### src/rtl/hwt_sweep_ctrl.sv
// hwt_sweep_ctrl: exhaustive 16-vector sweep of the Y = D & ((A & B) | C) cell.
// Drives each vector, holds it SETTLE_CYCLES cycles, samples dut_y once,
// compares with a golden model and counts mismatches.
// Optional macro HWT_FAIL_CAPTURE_EN adds first-failing-vector capture ports.
module hwt_sweep_ctrl #(
  parameter int unsigned SETTLE_CYCLES = 2
) (
  input  logic       clk,
  input  logic       rst_n,
  input  logic       start,
  input  logic       abort,
  input  logic       dut_y,
  output logic       dut_a,
  output logic       dut_b,
  output logic       dut_c,
  output logic       dut_d,
  output logic       busy,
  output logic       done,
  output logic       pass,
  output logic [4:0] mism_cnt
`ifdef HWT_FAIL_CAPTURE_EN
  ,
  output logic [3:0] first_fail_vec,
  output logic       first_fail_valid
`endif
);

  localparam int unsigned VEC_W  = 4;
  localparam int unsigned WAIT_W = 4;
  localparam int unsigned CNT_W  = 5;

  localparam logic [WAIT_W-1:0] SETTLE_LAST = WAIT_W'(SETTLE_CYCLES - 1);
  localparam logic [VEC_W-1:0]  VEC_LAST    = VEC_W'(15);

  typedef enum logic [1:0] {
    ST_IDLE   = 2'd0,
    ST_DRIVE  = 2'd1,
    ST_SAMPLE = 2'd2,
    ST_DONE   = 2'd3
  } state_t;

  state_t             state_q, state_d;
  logic [VEC_W-1:0]   vec_q, vec_d;
  logic [WAIT_W-1:0]  wait_q, wait_d;
  logic [CNT_W-1:0]   mism_d;
  logic               pass_d;
  logic               done_d;
  logic               busy_d;
  logic [VEC_W-1:0]   drv_d;
  logic               golden_c;
`ifdef HWT_FAIL_CAPTURE_EN
  logic [VEC_W-1:0]   ffv_d;
  logic               ffvalid_d;
`endif

  // Golden model of the cell for the vector currently applied.
  assign golden_c = vec_q[0] & ((vec_q[3] & vec_q[2]) | vec_q[1]);

  // Next-state and next-output logic.
  always_comb begin
    state_d = state_q;
    vec_d   = vec_q;
    wait_d  = wait_q;
    mism_d  = mism_cnt;
    pass_d  = pass;
    done_d  = 1'b0;
`ifdef HWT_FAIL_CAPTURE_EN
    ffv_d     = first_fail_vec;
    ffvalid_d = first_fail_valid;
`endif

    case (state_q)
      ST_IDLE: begin
        if (start && !abort) begin
          state_d = ST_DRIVE;
          vec_d   = '0;
          wait_d  = '0;
          mism_d  = '0;
          pass_d  = 1'b0;
`ifdef HWT_FAIL_CAPTURE_EN
          ffv_d     = '0;
          ffvalid_d = 1'b0;
`endif
        end
      end

      ST_DRIVE: begin
        if (abort) begin
          state_d = ST_IDLE;
        end else begin
          wait_d = wait_q + WAIT_W'(1);
          if (wait_q == SETTLE_LAST) begin
            state_d = ST_SAMPLE;
          end
        end
      end

      ST_SAMPLE: begin
        if (abort) begin
          state_d = ST_IDLE;
        end else begin
          if (dut_y != golden_c) begin
            mism_d = mism_cnt + CNT_W'(1);
`ifdef HWT_FAIL_CAPTURE_EN
            if (!first_fail_valid) begin
              ffv_d     = vec_q;
              ffvalid_d = 1'b1;
            end
`endif
          end
          if (vec_q == VEC_LAST) begin
            state_d = ST_DONE;
          end else begin
            vec_d   = vec_q + VEC_W'(1);
            wait_d  = '0;
            state_d = ST_DRIVE;
          end
        end
      end

      ST_DONE: begin
        state_d = ST_IDLE;
        if (!abort) begin
          done_d = 1'b1;
          pass_d = (mism_cnt == '0);
        end
      end

      default: state_d = ST_IDLE;
    endcase

    busy_d = (state_d == ST_DRIVE) || (state_d == ST_SAMPLE);
    drv_d  = busy_d ? vec_d : '0;
  end

  // State and registered outputs.
  always_ff @(posedge clk or negedge rst_n) begin
    if (!rst_n) begin
      state_q  <= ST_IDLE;
      vec_q    <= '0;
      wait_q   <= '0;
      dut_a    <= 1'b0;
      dut_b    <= 1'b0;
      dut_c    <= 1'b0;
      dut_d    <= 1'b0;
      busy     <= 1'b0;
      done     <= 1'b0;
      pass     <= 1'b0;
      mism_cnt <= '0;
`ifdef HWT_FAIL_CAPTURE_EN
      first_fail_vec   <= '0;
      first_fail_valid <= 1'b0;
`endif
    end else begin
      state_q  <= state_d;
      vec_q    <= vec_d;
      wait_q   <= wait_d;
      dut_a    <= drv_d[3];
      dut_b    <= drv_d[2];
      dut_c    <= drv_d[1];
      dut_d    <= drv_d[0];
      busy     <= busy_d;
      done     <= done_d;
      pass     <= pass_d;
      mism_cnt <= mism_d;
`ifdef HWT_FAIL_CAPTURE_EN
      first_fail_vec   <= ffv_d;
      first_fail_valid <= ffvalid_d;
`endif
    end
  end

endmodule

### config.mk
export PLATFORM = sky130hd
export DESIGN_NAME = hwt_sweep_ctrl
export DESIGN_NICKNAME = d
export VERILOG_FILES = /design/src/rtl/hwt_sweep_ctrl.sv
export SDC_FILE = /design/constraint.sdc
export NUM_CORES = 1
export LEC_CHECK = 0
export CAP_MARGIN = 20
export CORE_UTILIZATION = 55
export CTS_BUF_LIST = sky130_fd_sc_hd__clkbuf_4
export CTS_CLUSTER_SIZE = 14
export DETAILED_ROUTE_END_ITERATION = 8
export PLACE_DENSITY = 0.91
export SETUP_SLACK_MARGIN = 0.4
export SLEW_MARGIN = 20
export SYNTH_ARGS = -nofsm -noshare
export SYNTH_HDL_FRONTEND = slang
export SYNTH_SLANG_ARGS = --single-unit
### constraint.sdc
create_clock -name clk -period 2.1 [get_ports clk]
set_clock_uncertainty 0.15 [all_clocks]
set_input_delay 0.42 -clock clk [delete_from_list [all_inputs] [get_ports clk]]
set_output_delay 0.42 -clock clk [all_outputs]
set_load 0.005 [all_outputs]
### After elaboration in Yosys (flattened, before gate mapping)

Cells that the tools add are included.

| storage, ports and cells | value |
|---|---|
| register bits | 22 |
| input port bits | 5 |
| output and inout port bits | 12 |
| logic and storage cells | 67 |

| cells by class | value |
|---|---|
| add/sub/neg operators | 3 |
| equality and inequality tests | 14 |
| mux-type cells | 25 |
| bitwise logic cells | 3 |
| reductions and logical operators | 11 |

Operators with widths:

| cell | count |
|---|---|
| $mux W4 | 8 |
| $mux W5 | 3 |
| $ne A2 B2 Y1 const B | 6 |
| $pmux W4 S3 | 1 |
| $mux W2 | 5 |
| $pmux W5 S2 | 1 |
| $add A4 B1 Y4 const B | 2 |
| $pmux W2 S4 | 1 |
| $pmux W4 S2 | 1 |
| $eq A2 B2 Y1 const B | 3 |
| $add A5 B1 Y5 const B | 1 |
| $logic_not A5 Y1 | 1 |
| $reduce_and A5 Y1 | 1 |
| $eq A2 B1 Y1 const B | 2 |
| $eq A4 B1 Y1 const B | 1 |
| $eq A4 B4 Y1 const B | 1 |
| $mux W1 | 4 |
| $reduce_and A4 Y1 | 1 |
| $reduce_bool A2 Y1 | 2 |
| $reduce_and A3 Y1 | 1 |
| $reduce_bool A3 Y1 | 1 |
| $and A1 B1 Y1 | 2 |
| $logic_not A2 Y1 | 1 |
| $pmux W1 S2 | 1 |
| 5 further kinds | 5 |

### Depth between registers and ports, before layout

Gate-level depths: netlist (run 1).

| depth | value |
|---|---|
| depth after elaboration | 7 |
| mapped depth | 7 |
| gate-level depth less buffers | 7 |

### Worst setup path before layout (run 1)

No wires, ideal clock.

| path | value |
|---|---|
| kind | input to register |
| start | input abort |
| end | register mism_cnt[4] |
| library setup time | 78 ps |
| data arrival time | 1651 ps |
| required time | 1872 ps |
| slack | 222 ps |
| cell stages on the path | 7 |
| path buffers | 2 |
| path through | buf_2 > nor2_2 > o21ai_0 > a31o_1 > buf_6 > or3_1 > a21boi_1 |

| on the way | value |
|---|---|
| longest elaborated chain between the ends | 4 |
| elaborated cells between the ends (all ways) | 5 |
| those cells by class | eq/ne: 2; reduce/logical: 3 |

Ends and longest elaborated chain:

| element | RTL line | RTL |
|---|---|---|
| from (decl) | 11 | `input logic abort,` |
| $logic_not A1 Y1 | -- |  |
| $logic_and A1 B1 Y1 | 74 | `if (start && !abort) begin` |
| $ne A2 B2 Y1 (no line) | -- |  |
| $reduce_and A4 Y1 (no line) * | -- |  |
| to (signal assigned) | 165 | `mism_cnt <= mism_d;` |
| to (decl) | 20 | `output logic [4:0] mism_cnt` |

Mark *: on every way between the ends. The rest lies on a longest branch, timed or not.
A chain may end at the register's enable or synchronous reset.

### Final worst setup path (run 1)

| path | value |
|---|---|
| start | register vec_q[0] |
| end | register mism_cnt[2] |

| on the way | value |
|---|---|
| longest elaborated chain between the ends | 4 |

Ends and longest elaborated chain:

| element | RTL line | RTL |
|---|---|---|
| from (decl) | 43 | `logic [VEC_W-1:0] vec_q, vec_d;` |
| from (signal assigned) | 156 | `vec_q <= vec_d;` |
| $and A1 B1 Y1 | 57 | `assign golden_c = vec_q[0] & ((vec_q[3] & vec_q[2]) \| vec_q[1]);` |
| $ne A1 B1 Y1 | 102 | `if (dut_y != golden_c) begin` |
| $ne A2 B2 Y1 (no line) | -- |  |
| $reduce_and A4 Y1 (no line) | -- |  |

No other way between the ends.

==> summary.md, run 1 <==
| Metric | Value |
|---|---|
| Outcome | finished, final reports clean |
| Vias per cell | 6.084 |
| Synth warn | 0 |
| Port Buffers | 16 |
| Worst setup path category | reg2reg |
| Post-synthesis adder-cell area fraction | 5.488% |
| Largest net degree at the start of global routing | 23 |
| I/O pin total | 17 |
| Total CTS buffers | 3 |
| Placement Setup Slack | -0.03381 ns |
| Post-synth EDFFs | 0 |
| Worst Reg2Reg Path Length in Cells | 6 |
| Post-DP HPWL | 1.733 mm |
| Final ANT Viol Nets | 0 |
| Final period utilization | 92.42% |
| First-pass GRT wire length | 4.291 mm |
| Die Span Y | 47.53 um |
| Max Cap Viol | 0 |
| Clock Latency Late Sink | 0.31 ns |
| Post-layout min period | 1.941 ns |
| RSZ-0062 raised after global routing | yes |
| Synth Area in Compound Gates | 17.78% |
| Vias in the first global route | 992 |
| Mapped Cells | 119 |
| FP Rows | 16 |
| Post-synth top area share | 48.30% |
| # setup viols final | 0 |
| Worst Path Required | 2.13 ns |
| Clk buf depth | 2 |
| Syn_area_per_cell | 9.579 um^2 |
| DRC | 0 |
| ANT cells | 0 |
| Via count | 1162 |
| Initial antenna violation count | 0 |
| Final core occ | 85.01% |
| Post-synthesis sequential area ratio | 48.30% |
| Core box area | 1962 um^2 |
| Total GRT Usage | 28.13% |
| Slew margin rel. | 74.98% |
| CTS tree | built |
| Area growth from synthesis to layout | 46.32% |
| DR WL/cell | 17.55 um |
| Hold_buf cts | 0 |
| Initial DRT Pass Iterations | 4 |
| Syn Nets | 129 |
| Most frequent cell after synthesis | dfrtp_1 |
| Final Max Slew Viols | 0 |
| Synth Area in Simple Gates | 22.17% |
| Power Density | 741.0 nW/um^2 |
| Share of cells above drive strength 1 | 35.37% |
| Multiplexer area fraction after synthesis | 0% |
| Data arrival, critical path | 1.98 ns |
| Yosys reg bits | 22 |
| Final WS setup | 0.1592 ns |
| Root buffer cell | clkbuf_4 |
| Pleak | 0.0008030 uW |
| Max Fclk | 515.3 MHz |
| Top post-synthesis cells by area | dfrtp_1, ha_1, nand2_1 |
| Routability Congestion | 0.7829 |
| Synth async-reset ratio | 100.0% |
| Num Clock Sinks | 22 |
| Worst-margin pin slew | 0.3722 ns |
| Max FO, Critical Path | 6 |
| Largest family of logic cells by synthesized area | simple AND/OR/NAND/NOR gates |
| Setup crit start kind | flip-flop |
| Cell taking the most area after synthesis | dfrtp_1 |
| Most used DFF post-synth | dfrtp_1 |
| Synthesized cell area | 1140 um^2 |
| Min-Delay Path Class | in2async |
| Horiz. Die Dim | 47.53 um |
| Synth top cells by count | dfrtp_1, nand2_1 |
| Hold Vio Cnt, Final | 0 |
| Die footprint | 2259 um^2 |
| Total grt overflow | 0 |
| WHS | 0.2863 ns |
| Worst setup EP type | flip-flop |
| Netlist cell types | 32 |
| VDD IR max | 0.8129 mV |
| Synth Area in XOR/XNOR | 0.7684% |
| Clock transition at path regs | 0.11 ns |
| Fill count | 108 |
| Total Wirelength | 3.353 mm |
| H-tree Lvls | 1 |
| Final nets | 175 |
| DRT iter0 DRCs | 37 |
| Initial Utilization | 58.10% |
## metrics by stage
stage	setup TNS [ns]	cell area, um^2	power, uW	cells
global placement	-0.004154	1401	816.9	168
floorplan	0	1171	726.8	119
detailed placement	-0.04300	1401	830.3	168
CTS	0	1594	1163	189
global route	0	1668	1292	191
finish	0	1668	1236	191
## worst max-delay path, stage by stage (launching register included)
cell,delay (ns)
dfrtp_1,0.44
inv_2,0.06
or3_1,0.39
a31o_4,0.25
buf_6,0.14
o211ai_1,0.22
o31ai_1,0.16
## report_power, final
| group | switching [uW] | internal, uW | total (uW) |
|---|---|---|---|
| Sequential | 50.7 | 471 | 522 |
| Combinational | 250 | 269 | 518 |
| Clock | 126 | 69.7 | 195 |
## sequential cells by signal, indices dropped and copies added, names as in the netlist
name	count
dut_d	1
busy	1
state_q	2
wait_q	4
pass	1
done	1
dut_c	1
dut_b	1
vec_q	4
mism_cnt	5
dut_a	1
## layout by cell type (no fill, tap or decap), types with 2 or more instances in the layout
master          n
o21ai_0         7
ha_1            3
nand2_2         2
inv_1           6
nand3_2         2
nand3_1         6
clkbuf_4        3
inv_2           2
or3_1           3
buf_4          26
nor2_1          8
dlygate4sd2_1  15
nand2b_1        2
dfrtp_1        20
and2_1          4
buf_6           3
dfrtp_2         2
a21oi_1         7
a21boi_1        2
nand2_1         9
o22a_1          2
nor3_1          2
## final timing paths
path,start,slack [ns],end
worst max-delay path,vec_q[0],0.16,mism_cnt[2]
worst min-delay path,rst_n,0.29,mism_cnt[0]
worst max register to register,vec_q[0],0.16,mism_cnt[2]
worst min register to register,pass,0.43,pass
max in group asynchronous,rst_n,1.28,state_q[1]
min in group clk,pass,0.43,pass
## cells by family after synthesis
family                     Yosys count
AOI/OAI and AO/OA                   31
xor gates and xnor gates             1
adders and majority gates            5
buffers and inverters               12
DFF                                 22
and+or+nand+nor                     48
## layout make-up
class                   count  area, um^2  area share (%)
repair buffers             45       370.4           22.21
well taps                  27       33.78           2.026
inverters                   8       30.03           1.800
flip-flops and latches     22       553.0           33.16
clock inverters             1       3.754          0.2251
clock buffers               3       22.52           1.350
multi-input cells          85       654.4           39.23
## metal layers
layer	GRT usage [%]	up-vias	part of all wire, %
met5	0	-	0
met4	11.43	0	4.6
met3	3.774	21	6.4
met2	50.14	63	50
met1	34.05	569	38
li1	-	509	-
## repair_timing
item	CTS	global route
gates resized for setup	28	14
pin swaps	9	9
cloned	0	0
setup buffers	17	2
endpoints found under the setup margin	24	12
hold endpoints to repair	0	0
Power figures use the tool's default switching activity.
==> run 2, diff against run 1 <==
Settings changed: CTS_CLUSTER_SIZE 14 to 16.
==> results of run 2 <==
Same layout as run 1: the final DEF is identical, and so are final timing and power.
==> run 3, diff against run 2 <==
Settings changed: ABC_CLOCK_PERIOD_IN_PS set to 1650, CELL_PAD_IN_SITES_DETAIL_PLACEMENT set to 1, CELL_PAD_IN_SITES_GLOBAL_PLACEMENT set to 1, CORE_ASPECT_RATIO set to 1.75, CORE_UTILIZATION 55 to 38, PLACE_DENSITY 0.91 to 0.87.
Clock period 2.1 ns to 1.65 ns, I/O delays scaled along.
==> run 3 against run 2 <==
  * The run now ends with setup timing left
  * Maximum frequency rose by 6.7%
  * Largest cell class unchanged
  * Flip-flop and latch count did not move
  * Critical path depth fell by 1
  * First-iteration DRC count fell by 35%
  * Power rose by 64%
  * Clock-buffer cell count did not move
  * Sequential power rose by 30%
  * Die area rose by 43%
  * Final cell count rose by 10%
  * Core utilization fell by 15 points
  * Setup slack got worse by 0.33 ns
  * Register-to-register slack got worse by 0.33 ns
==> summary.md, run 3 (synthesized netlist as in run 1, its figures left out) <==
| Metric | Value |
|---|---|
| Outcome | finished, violations left |
| Violated checks | setup timing |
| Top reg by flops | mism_cnt |
| Vias in the first global route | 1296 |
| Horiz. Die Dim | 43.40 um |
| Initial DRT Pass Iterations | 4 |
| Initial antenna violation count | 0 |
| H-tree Lvls | 1 |
| Slew margin rel. | 79.19% |
| DRT iter0 DRCs | 24 |
| Cell Chain, Critical Path | a21oi_1 -> or3_1 -> a31o_4 -> or3_1 -> a21boi_1 |
| ANT cells | 0 |
| Area growth from synthesis to layout | 77.83% |
| Worst Path Buf+Inv | 0 |
| Reg area | 554.3 um^2 |
| Largest net degree at the start of global routing | 23 |
| Setup crit start kind | flip-flop |
| Power Density | 1000 nW/um^2 |
| Total CTS buffers | 3 |
| Num Clock Sinks | 22 |
| Crit-path leading delay family | simple AND/OR/NAND/NOR gates |
| RSZ-0062 raised after global routing | yes |
| Final Max Slew Viols | 0 |
| DRC | 0 |
| Worst-path cell with the longest stage delay | dfrtp_2 |
| Final ANT Viol Nets | 0 |
| Logic pwr share | 44.9% |
| Int Power | 1325 uW |
| Initial Utilization | 39.37% |
| First-pass GRT wire length | 6.389 mm |
| Sequential cell fraction of total power | 33.6% |
| Worst Path Required | 1.75 ns |
| Sw frac | 34.67% |
| Max Cap Viol | 0 |
| Final period utilization | 110.2% |
| Final design instance area without fill | 2027 um^2 |
| Clk buf depth | 2 |
| Worst-margin pin slew | 0.3111 ns |
| Final nets | 194 |
| Final WS setup | -0.1686 ns |
| Worst setup path category | reg2reg |
| Setup TNS | -0.8087 ns |
| Largest stage delay on the critical path | 0.44 ns |
| Port Buffers | 16 |
| Dpl cell area | 1548 um^2 |
| Hold_buf cts | 0 |
| Die footprint | 3231 um^2 |
| Top flop regs | mism_cnt x5, vec_q x4, wait_q x4 |
| Post-layout min period | 1.819 ns |
| Die Span Y | 74.45 um |
| CP most frequent cell | or3_1 |
| DR WL/cell | 22.94 um |
| Clock transition at path regs | 0.14 ns |
| FP Rows | 26 |
| Max FO, Critical Path | 8 |
| Final core occ | 70.01% |
| Min-Delay Path Class | in2async |
| Footprint of the multi-input gates | 842.1 um^2 |
| Total GRT Usage | 27.59% |
| VDD IR max | 1.054 mV |
| WHS | 0.2019 ns |
| Share of cells above drive strength 1 | 60.66% |
| Total grt overflow | 0 |
| Core box area | 2895 um^2 |
| Clock power frac | 21.5% |
| Vias per cell | 5.754 |
| Root buffer cell | clkbuf_4 |
| Clock Latency Late Sink | 0.32 ns |
| Net Switching | 703.0 uW |
| Most frequent cells in the layout | buf_4, dfrtp_1, buf_6 |
| I/O pin total | 17 |
| Routability Congestion | 0.8417 |
| Post-DP HPWL | 2.451 mm |
| Data arrival, critical path | 1.92 ns |
| Via count | 1214 |
| Hold Vio Cnt, Final | 0 |
| Worst setup EP type | flip-flop |
| Total Wirelength | 4.840 mm |
| Fill count | 284 |
| Pleak | 0.0009347 uW |
| Max Fclk | 549.9 MHz |
| Most common cell after layout, fill and taps aside | buf_4 |
| CTS tree | built |
| # setup viols final | 9 |
| Max reg flops | 5 |
run 3: cell types whose count changed in the layout (fill, tap and decap cells not counted), sizes merged:
cell	delta
clkinv	-1
clkdlybuf4s50	+1
bufinv	+1
buf	+31
dlymetal6s2s	+1
dlygate4sd2	-14
run 3: metrics by stage:
| stage | power, uW | std cells | setup slack [ns] |
|---|---|---|---|
| floorplan | 955.5 | 119 | -0.04705 |
| global placement | 1195 | 186 | -0.3776 |
| detailed placement | 1233 | 186 | -0.4431 |
| CTS | 1829 | 202 | -0.1111 |
| global route | 2098 | 211 | -0.2530 |
| finish | 2028 | 211 | -0.1686 |
run 3: worst reg2reg max path: cells and delay by family (launching register included):
family,cells,cell delay [ns]
AO/OA/AOI/OAI,3,0.48
flip-flops,1,0.44
AND/OR/NAND/NOR,2,0.67
run 3: power by group through the flow:
stage | Sequential, uW | Clock, uW | Combinational, uW
2_1_floorplan | 663 | 0 | 292
3_3_place_gp | 666 | 0 | 529
3_5_place_dp | 671 | 0 | 562
4_1_cts | 666 | 432 | 730
5_1_grt | 688 | 451 | 960
6_report | 681 | 436 | 910
run 3: area by class of cell:
type                            count  share of cell area (%)
Multi-Input combinational cell     85                   41.54
Sequential cell                    22                   27.35
Timing Repair Buffer               64                   25.31
Tap cell                           28                   1.728
Clock inverter                      1                   1.481
Inverter                            8                   1.481
Clock buffer                        3                   1.111
run 3: final timing paths:
kind	slack [ns]	to	start	cells after the start
min in group clk	0.48	pass	pass	3
hold reg to reg	0.48	pass	pass	3
setup / recovery	-0.17	mism_cnt[4]	vec_q[1]	5
hold / removal	0.20	state_q[0]	rst_n	2
max in group asynchronous	0.90	vec_q[1]	rst_n	2
setup reg to reg	-0.17	mism_cnt[4]	vec_q[1]	5
run 3: layer usage:
layer / track usage, % / part of all wire (%) / up-vias / routed length [um]
met5: 0 / 0 / - / 0
met2: 51.85 / 54 / 31 / 2636
met3: 3.155 / 3.0 / 12 / 144
met1: 29.97 / 39 / 622 / 1882
li1: - / - / 549 / -
met4: 12.85 / 3.6 / 0 / 176
run 3: what timing repair did:
action	CTS	global route
setup buffers	12	9
pin swaps	6	10
cloned	0	0
resized for setup	74	47
endpoints found under the setup margin	33	33
